File: config.mk
export PLATFORM = sky130hd
export DESIGN_NAME = clk_div_ctrl
export DESIGN_NICKNAME = d
export VERILOG_FILES = /design/src/rtl/clk_div_ctrl.sv
export SDC_FILE = /design/constraint.sdc
export NUM_CORES = 1
export LEC_CHECK = 0
export CAP_MARGIN = 20
export CORE_AREA = 3 3 71 73
export CTS_BUF_LIST = sky130_fd_sc_hd__clkbuf_2
export DETAILED_ROUTE_END_ITERATION = 12
export DIE_AREA = 0 0 74 76
export PLACE_DENSITY = 0.63
export SLEW_MARGIN = 20
export SYNTH_ARGS = -nofsm -noshare
export SYNTH_HDL_FRONTEND = slang
export SYNTH_SLANG_ARGS = --single-unit
File: constraint.sdc
create_clock -name clk -period 2.05 [get_ports clk]
set_clock_uncertainty 0.05 [all_clocks]
set_input_delay 0.3075 -clock clk [delete_from_list [all_inputs] [get_ports clk]]
set_output_delay 0.3075 -clock clk [all_outputs]
set_load 0.03 [all_outputs]
File: src/rtl/clk_div_ctrl.sv
// Ratio-change sequencer for a programmable half-step clock divider.
// Stops the divider, waits for it to drain, loads the new ratio, restarts it,
// then confirms lock by counting divider output edges fed back on div_fb.
module clk_div_ctrl #(
   parameter int unsigned RATIO_W        = 4,
   parameter int unsigned DEFAULT_RATIO  = 9,
   parameter int unsigned DRAIN_CYCLES   = 4,
   parameter int unsigned LOCK_EDGES     = 3,
   parameter int unsigned TIMEOUT_CYCLES = 64
) (
   input  logic               clk,
   input  logic               reset,
   input  logic               cfg_valid,
   input  logic [RATIO_W-1:0] cfg_ratio,
   output logic               cfg_ready,
   output logic               div_enable,
   output logic [RATIO_W-1:0] div_ratio,
   input  logic               div_fb,
   output logic               busy,
   output logic               locked,
   output logic               err_illegal,
   output logic               err_timeout
);

   localparam int unsigned DRAIN_W = $clog2(DRAIN_CYCLES + 1);
   localparam int unsigned EDGE_W  = $clog2(LOCK_EDGES + 1);
   localparam int unsigned TMO_W   = $clog2(TIMEOUT_CYCLES + 1);

   typedef enum logic [2:0] {
      IDLE  = 3'd0,
      STOP  = 3'd1,
      LOAD  = 3'd2,
      START = 3'd3,
      LOCK  = 3'd4
   } state_t;

   state_t               state, state_nx;
   logic [RATIO_W-1:0]   req_ratio, req_ratio_nx;
   logic [DRAIN_W-1:0]   drain_cnt, drain_cnt_nx;
   logic [EDGE_W-1:0]    edge_cnt, edge_cnt_nx;
   logic [TMO_W-1:0]     tmo_cnt, tmo_cnt_nx;
   logic                 cfg_ready_nx, div_enable_nx, busy_nx, locked_nx;
   logic                 err_illegal_nx, err_timeout_nx;
   logic [RATIO_W-1:0]   div_ratio_nx;
   logic                 fb_s1, fb_s2, fb_s3;
   logic                 fb_rise;

   // div_fb is asynchronous: two-flop synchroniser plus a history flop for edge detect
   always_ff @(posedge clk or posedge reset) begin
      if (reset) begin
         fb_s1 <= 1'b0;
         fb_s2 <= 1'b0;
         fb_s3 <= 1'b0;
      end else begin
         fb_s1 <= div_fb;
         fb_s2 <= fb_s1;
         fb_s3 <= fb_s2;
      end
   end

   assign fb_rise = fb_s2 & ~fb_s3;

   // State, counters and registered outputs
   always_ff @(posedge clk or posedge reset) begin
      if (reset) begin
         state       <= IDLE;
         req_ratio   <= '0;
         drain_cnt   <= '0;
         edge_cnt    <= '0;
         tmo_cnt     <= '0;
         cfg_ready   <= 1'b1;
         div_enable  <= 1'b0;
         div_ratio   <= RATIO_W'(DEFAULT_RATIO);
         busy        <= 1'b0;
         locked      <= 1'b0;
         err_illegal <= 1'b0;
         err_timeout <= 1'b0;
      end else begin
         state       <= state_nx;
         req_ratio   <= req_ratio_nx;
         drain_cnt   <= drain_cnt_nx;
         edge_cnt    <= edge_cnt_nx;
         tmo_cnt     <= tmo_cnt_nx;
         cfg_ready   <= cfg_ready_nx;
         div_enable  <= div_enable_nx;
         div_ratio   <= div_ratio_nx;
         busy        <= busy_nx;
         locked      <= locked_nx;
         err_illegal <= err_illegal_nx;
         err_timeout <= err_timeout_nx;
      end
   end

   // Next state; outputs are computed for the state being entered
   always_comb begin
      state_nx       = state;
      req_ratio_nx   = req_ratio;
      drain_cnt_nx   = drain_cnt;
      edge_cnt_nx    = edge_cnt;
      tmo_cnt_nx     = tmo_cnt;
      cfg_ready_nx   = cfg_ready;
      div_enable_nx  = div_enable;
      div_ratio_nx   = div_ratio;
      busy_nx        = busy;
      locked_nx      = locked;
      err_illegal_nx = 1'b0;
      err_timeout_nx = err_timeout;

      case (state)
         IDLE: begin
            if (cfg_valid) begin
               req_ratio_nx = cfg_ratio;
               if (cfg_ratio == RATIO_W'(1)) begin
                  err_illegal_nx = 1'b1;
               end else begin
                  err_timeout_nx = 1'b0;
                  locked_nx      = 1'b0;
                  div_enable_nx  = 1'b0;
                  drain_cnt_nx   = '0;
                  cfg_ready_nx   = 1'b0;
                  busy_nx        = 1'b1;
                  state_nx       = STOP;
               end
            end
         end
         STOP: begin
            if (drain_cnt >= DRAIN_W'(DRAIN_CYCLES - 1)) begin
               div_ratio_nx = req_ratio;
               state_nx     = LOAD;
            end else begin
               drain_cnt_nx = drain_cnt + DRAIN_W'(1);
            end
         end
         LOAD: begin
            if (req_ratio == '0) begin
               div_enable_nx = 1'b0;
               locked_nx     = 1'b0;
               cfg_ready_nx  = 1'b1;
               busy_nx       = 1'b0;
               state_nx      = IDLE;
            end else begin
               div_enable_nx = 1'b1;
               edge_cnt_nx   = '0;
               tmo_cnt_nx    = '0;
               state_nx      = START;
            end
         end
         START: begin
            state_nx = LOCK;
         end
         LOCK: begin
            if (fb_rise && (edge_cnt < EDGE_W'(LOCK_EDGES)))
               edge_cnt_nx = edge_cnt + EDGE_W'(1);
            if (tmo_cnt < TMO_W'(TIMEOUT_CYCLES))
               tmo_cnt_nx = tmo_cnt + TMO_W'(1);
            // Lock takes priority over a timeout landing on the same cycle
            if (fb_rise && (edge_cnt >= EDGE_W'(LOCK_EDGES - 1))) begin
               locked_nx    = 1'b1;
               cfg_ready_nx = 1'b1;
               busy_nx      = 1'b0;
               state_nx     = IDLE;
            end else if (tmo_cnt >= TMO_W'(TIMEOUT_CYCLES - 1)) begin
               err_timeout_nx = 1'b1;
               locked_nx      = 1'b0;
               cfg_ready_nx   = 1'b1;
               busy_nx        = 1'b0;
               state_nx       = IDLE;
            end
         end
         default: begin
            state_nx = IDLE;
         end
      endcase
   end

endmodule

==> results_dict.tcl, run 1 <==
set metrics [dict create \
    cts_resized 0 \
    dr_wl_met2_um 1560 \
    clock_path_buffers 2 \
    path_max_fanout 3 \
    max_cap_violations 0 \
    met3WireLength_um 146 \
    grt_max_degree 33 \
    async_flop_share 1.00 \
    drt-total-wl_um 3110 \
    worst_slack_ps 98.7 \
    grt_antenna_before_repair 0 \
    yosys.area.top_type "dfrtp_1" \
    cp.arrival_ps 1590 \
    ys_ff_latch 32 \
    sw_frac_of_total 0.403 \
    viasPerCell 5.15 \
    portBuffers 17 \
    vias 1132 \
    layout-drive-gt1-share 0.179 \
    yosys_warnings 0 \
    ctsHoldBuffers 0 \
    fmax_mhz 512 \
    die_area_um2 5620 \
    ios 18 \
    pre_cts_slack_ps 105 \
    grt_pass1_wl_um 5450 \
    synth_fp_nets 151 \
    setup_viol 0 \
    path_clk_slew_ps 180 \
    netlist_instances 138 \
    p_int_mw 1.50 \
    core_um2 4410 \
    worstSetupPathType "flop to primary output" \
    path_buf_inv 1 \
    finalCriticalPeriod_ps 1950 \
    grtUsageTotal 0.124 \
    synth_area_um2 1530 \
    cts_buffers 5 \
    status "finished, final reports clean" \
    htreeDepth 2 \
    wl_per_cell_um 14.2 \
    nets 180 \
    critPathRequiredTime_ps 1690 \
    p_per_area_nw_per_um2 1370 \
    hp-class "input port to async pin" \
    synth.distinct_cells 40 \
    cp_slowest_cell "clkdlybuf4s50_1" \
    overflow 0 \
    power_frac_comb 0.475 \
    initial_core_util 0.346 \
    setup.worst_path.end_class "primary output" \
    clock-sinks 32 \
    cts_tree "yes" \
    finalSetupTns_ps 0 \
    power_frac_seq 0.407 \
    diodes 0 \
    hold_viol 0 \
    rsz0062_at_grt "no" \
    die_x_um 74 \
    startpoint_type "flop" \
    ir_drop_v 0.000748 \
    cts_root_buffer "clkbuf_2" \
    first_iter_violations 92 \
    clock_latency_ps 380 \
    dieHeight_um 76 \
    post-route-period-util 0.952 \
    grt_pass1_vias 1160 \
    num_rows 24 \
    max_stage_delay_ps 670 \
    cts_setup_buffers 0 \
    synth_enable_flop_cells 0 \
    drtAntennaViolNets 0 \
    nFillCells 424 \
    worst_pin_slew_ps 514 \
    synth_commonest_cells "29 x dfrtp_1, 11 x nand2_1, 11 x nor2_1" \
    syn2layout_area_growth_pct 20.1 \
    slew_headroom 0.654 \
    firstDrtPassIters 4 \
    globalplace.congestion 0.839 \
    dp_hpwl_um 2360 \
    pwr-share-clk 0.118 \
    synth_ff_type "dfrtp_1" \
    crit_family "buffers and inverters" \
    p_leak_nw 0.805 \
    synth_top_area_frac 0.475 \
    path_cells "clkdlybuf4s50_1" \
    dr.max_layer_used "met4" \
    synth.most_common_cell "dfrtp_1" \
    avgSynthCellArea_um2 11.1 \
    wl_met1_um 1350 \
    synth_area_leaders "dfrtp_1 48%, mux2_2 5.9%, dfstp_2 5.2%" \
    drc_errors 0 \
    drv_slew 0 \
    power.switching_mw 1.01 \
    yosysSeqAreaShare 0.527 \
]
[metal layers]
| metal | up-vias | GRT usage |
|---|---|---|
| met4 | 0 | 0.0435 |
| met5 | - | 0 |
| met1 | 551 | 0.150 |
| met2 | 22 | 0.202 |
| li1 | 552 | - |
| met3 | 7 | 0.0409 |
[area by class of cell]
class | count | area (um2) | share of cell area
Sequential cell | 32 | 805 | 0.439
Multi-Input combinational cell | 94 | 654 | 0.357
Tap cell | 52 | 65.1 | 0.0355
Timing Repair Buffer | 27 | 245 | 0.134
Clock buffer | 6 | 30.0 | 0.0164
Clock inverter | 2 | 7.51 | 0.00410
Inverter | 7 | 26.3 | 0.0143
[state kept, by name, indices dropped and copies added, names as in the netlist, 2 cells and up]
signal and count:
state 3, drain_cnt 3, div_ratio 4, edge_cnt 2, tmo_cnt 7, req_ratio 4
[path summary, 6_finish.rpt]
kind,endpoint,slack (ps),cells after the start,start
max,cfg_ready,100,1,cfg_ready$_DFFE_PP1P_
min,state[2]$_DFFE_PP0P_,220,3,reset
max reg2reg,drain_cnt[0]$_DFFE_PP0P_,190,7,drain_cnt[0]$_DFFE_PP0P_
min reg2reg,fb_s2$_DFF_PP0_,330,0,fb_s1$_DFF_PP0_
max in group asynchronous,cfg_ready$_DFFE_PP1P_,1370,3,reset
min in group clk,fb_s1$_DFF_PP0_,290,1,div_fb
[cells in the final DEF (no fill, tap or decap), types with 2 or more instances in the layout]
cell type | netlist | final
a211oi_1 | 2 | 2
clkinv_1 | 0 | 2
buf_4 | 0 | 10
xor2_1 | 3 | 3
a31oi_1 | 2 | 2
nand3_1 | 8 | 8
ha_1 | 5 | 5
nor3b_1 | 2 | 2
a21oi_1 | 4 | 4
nand2_1 | 11 | 11
clkdlybuf4s50_1 | 0 | 17
nand4_1 | 3 | 3
o21ai_0 | 9 | 9
dfrtp_1 | 29 | 29
clkbuf_2 | 0 | 6
dfstp_2 | 3 | 3
nand2b_1 | 2 | 2
inv_1 | 7 | 7
and3_1 | 3 | 3
mux2_2 | 8 | 8
nor2_1 | 11 | 11
[cell families after synthesis]
kind of cell	Yosys count	synth area share
AND/OR/NAND/NOR	50	0.179
flip-flops	32	0.527
AO/OA/AOI/OAI	27	0.126
buffers and inverters	12	0.0443
multiplexers	9	0.0656
adder cells (fa/ha/maj)	5	0.0410
XOR/XNOR	3	0.0172
[power groups by stage]
stage	sequential [mW]	clock, mW	combinational, mW
2_1_floorplan	1.16	0	0.653
3_3_place_gp	1.02	0	1.17
3_5_place_dp	1.04	0	1.20
4_1_cts	1.03	0.308	1.21
5_1_grt	1.06	0.335	1.32
6_report	1.02	0.295	1.19
[through the flow]
step	hold WS, ps	cell area [um2]	total power, mW	instances	utilization
6_report	221	1830	2.51	220	0.415
4_1_cts	214	1830	2.55	220	0.415
5_1_grt	234	1830	2.71	220	0.415
3_3_place_gp	289	1800	2.19	212	0.407
2_1_floorplan	281	1530	1.81	138	-
3_5_place_dp	286	1800	2.25	212	0.407
Note: power is estimated with default switching activity, not from simulation.
==> run 2: changes to the inputs <==
--- a/config.mk
+++ b/config.mk
@@ -11,7 +11,7 @@
 export DETAILED_ROUTE_END_ITERATION = 12
 export DIE_AREA = 0 0 74 76
 export PLACE_DENSITY = 0.63
-export SLEW_MARGIN = 20
+export SLEW_MARGIN = 25
 export SYNTH_ARGS = -nofsm -noshare
 export SYNTH_HDL_FRONTEND = slang
 export SYNTH_SLANG_ARGS = --single-unit
==> results of run 2 <==
Final layout, timing and power as in run 1 (identical DEF).
==> run 3: changes to the inputs <==
--- a/config.mk
+++ b/config.mk
@@ -5,7 +5,6 @@
 export SDC_FILE = /design/constraint.sdc
 export NUM_CORES = 1
 export LEC_CHECK = 0
-export CAP_MARGIN = 20
 export CORE_AREA = 3 3 71 73
 export CTS_BUF_LIST = sky130_fd_sc_hd__clkbuf_2
 export DETAILED_ROUTE_END_ITERATION = 12
==> results of run 3 <==
Final layout, timing and power as in run 1 (identical DEF).
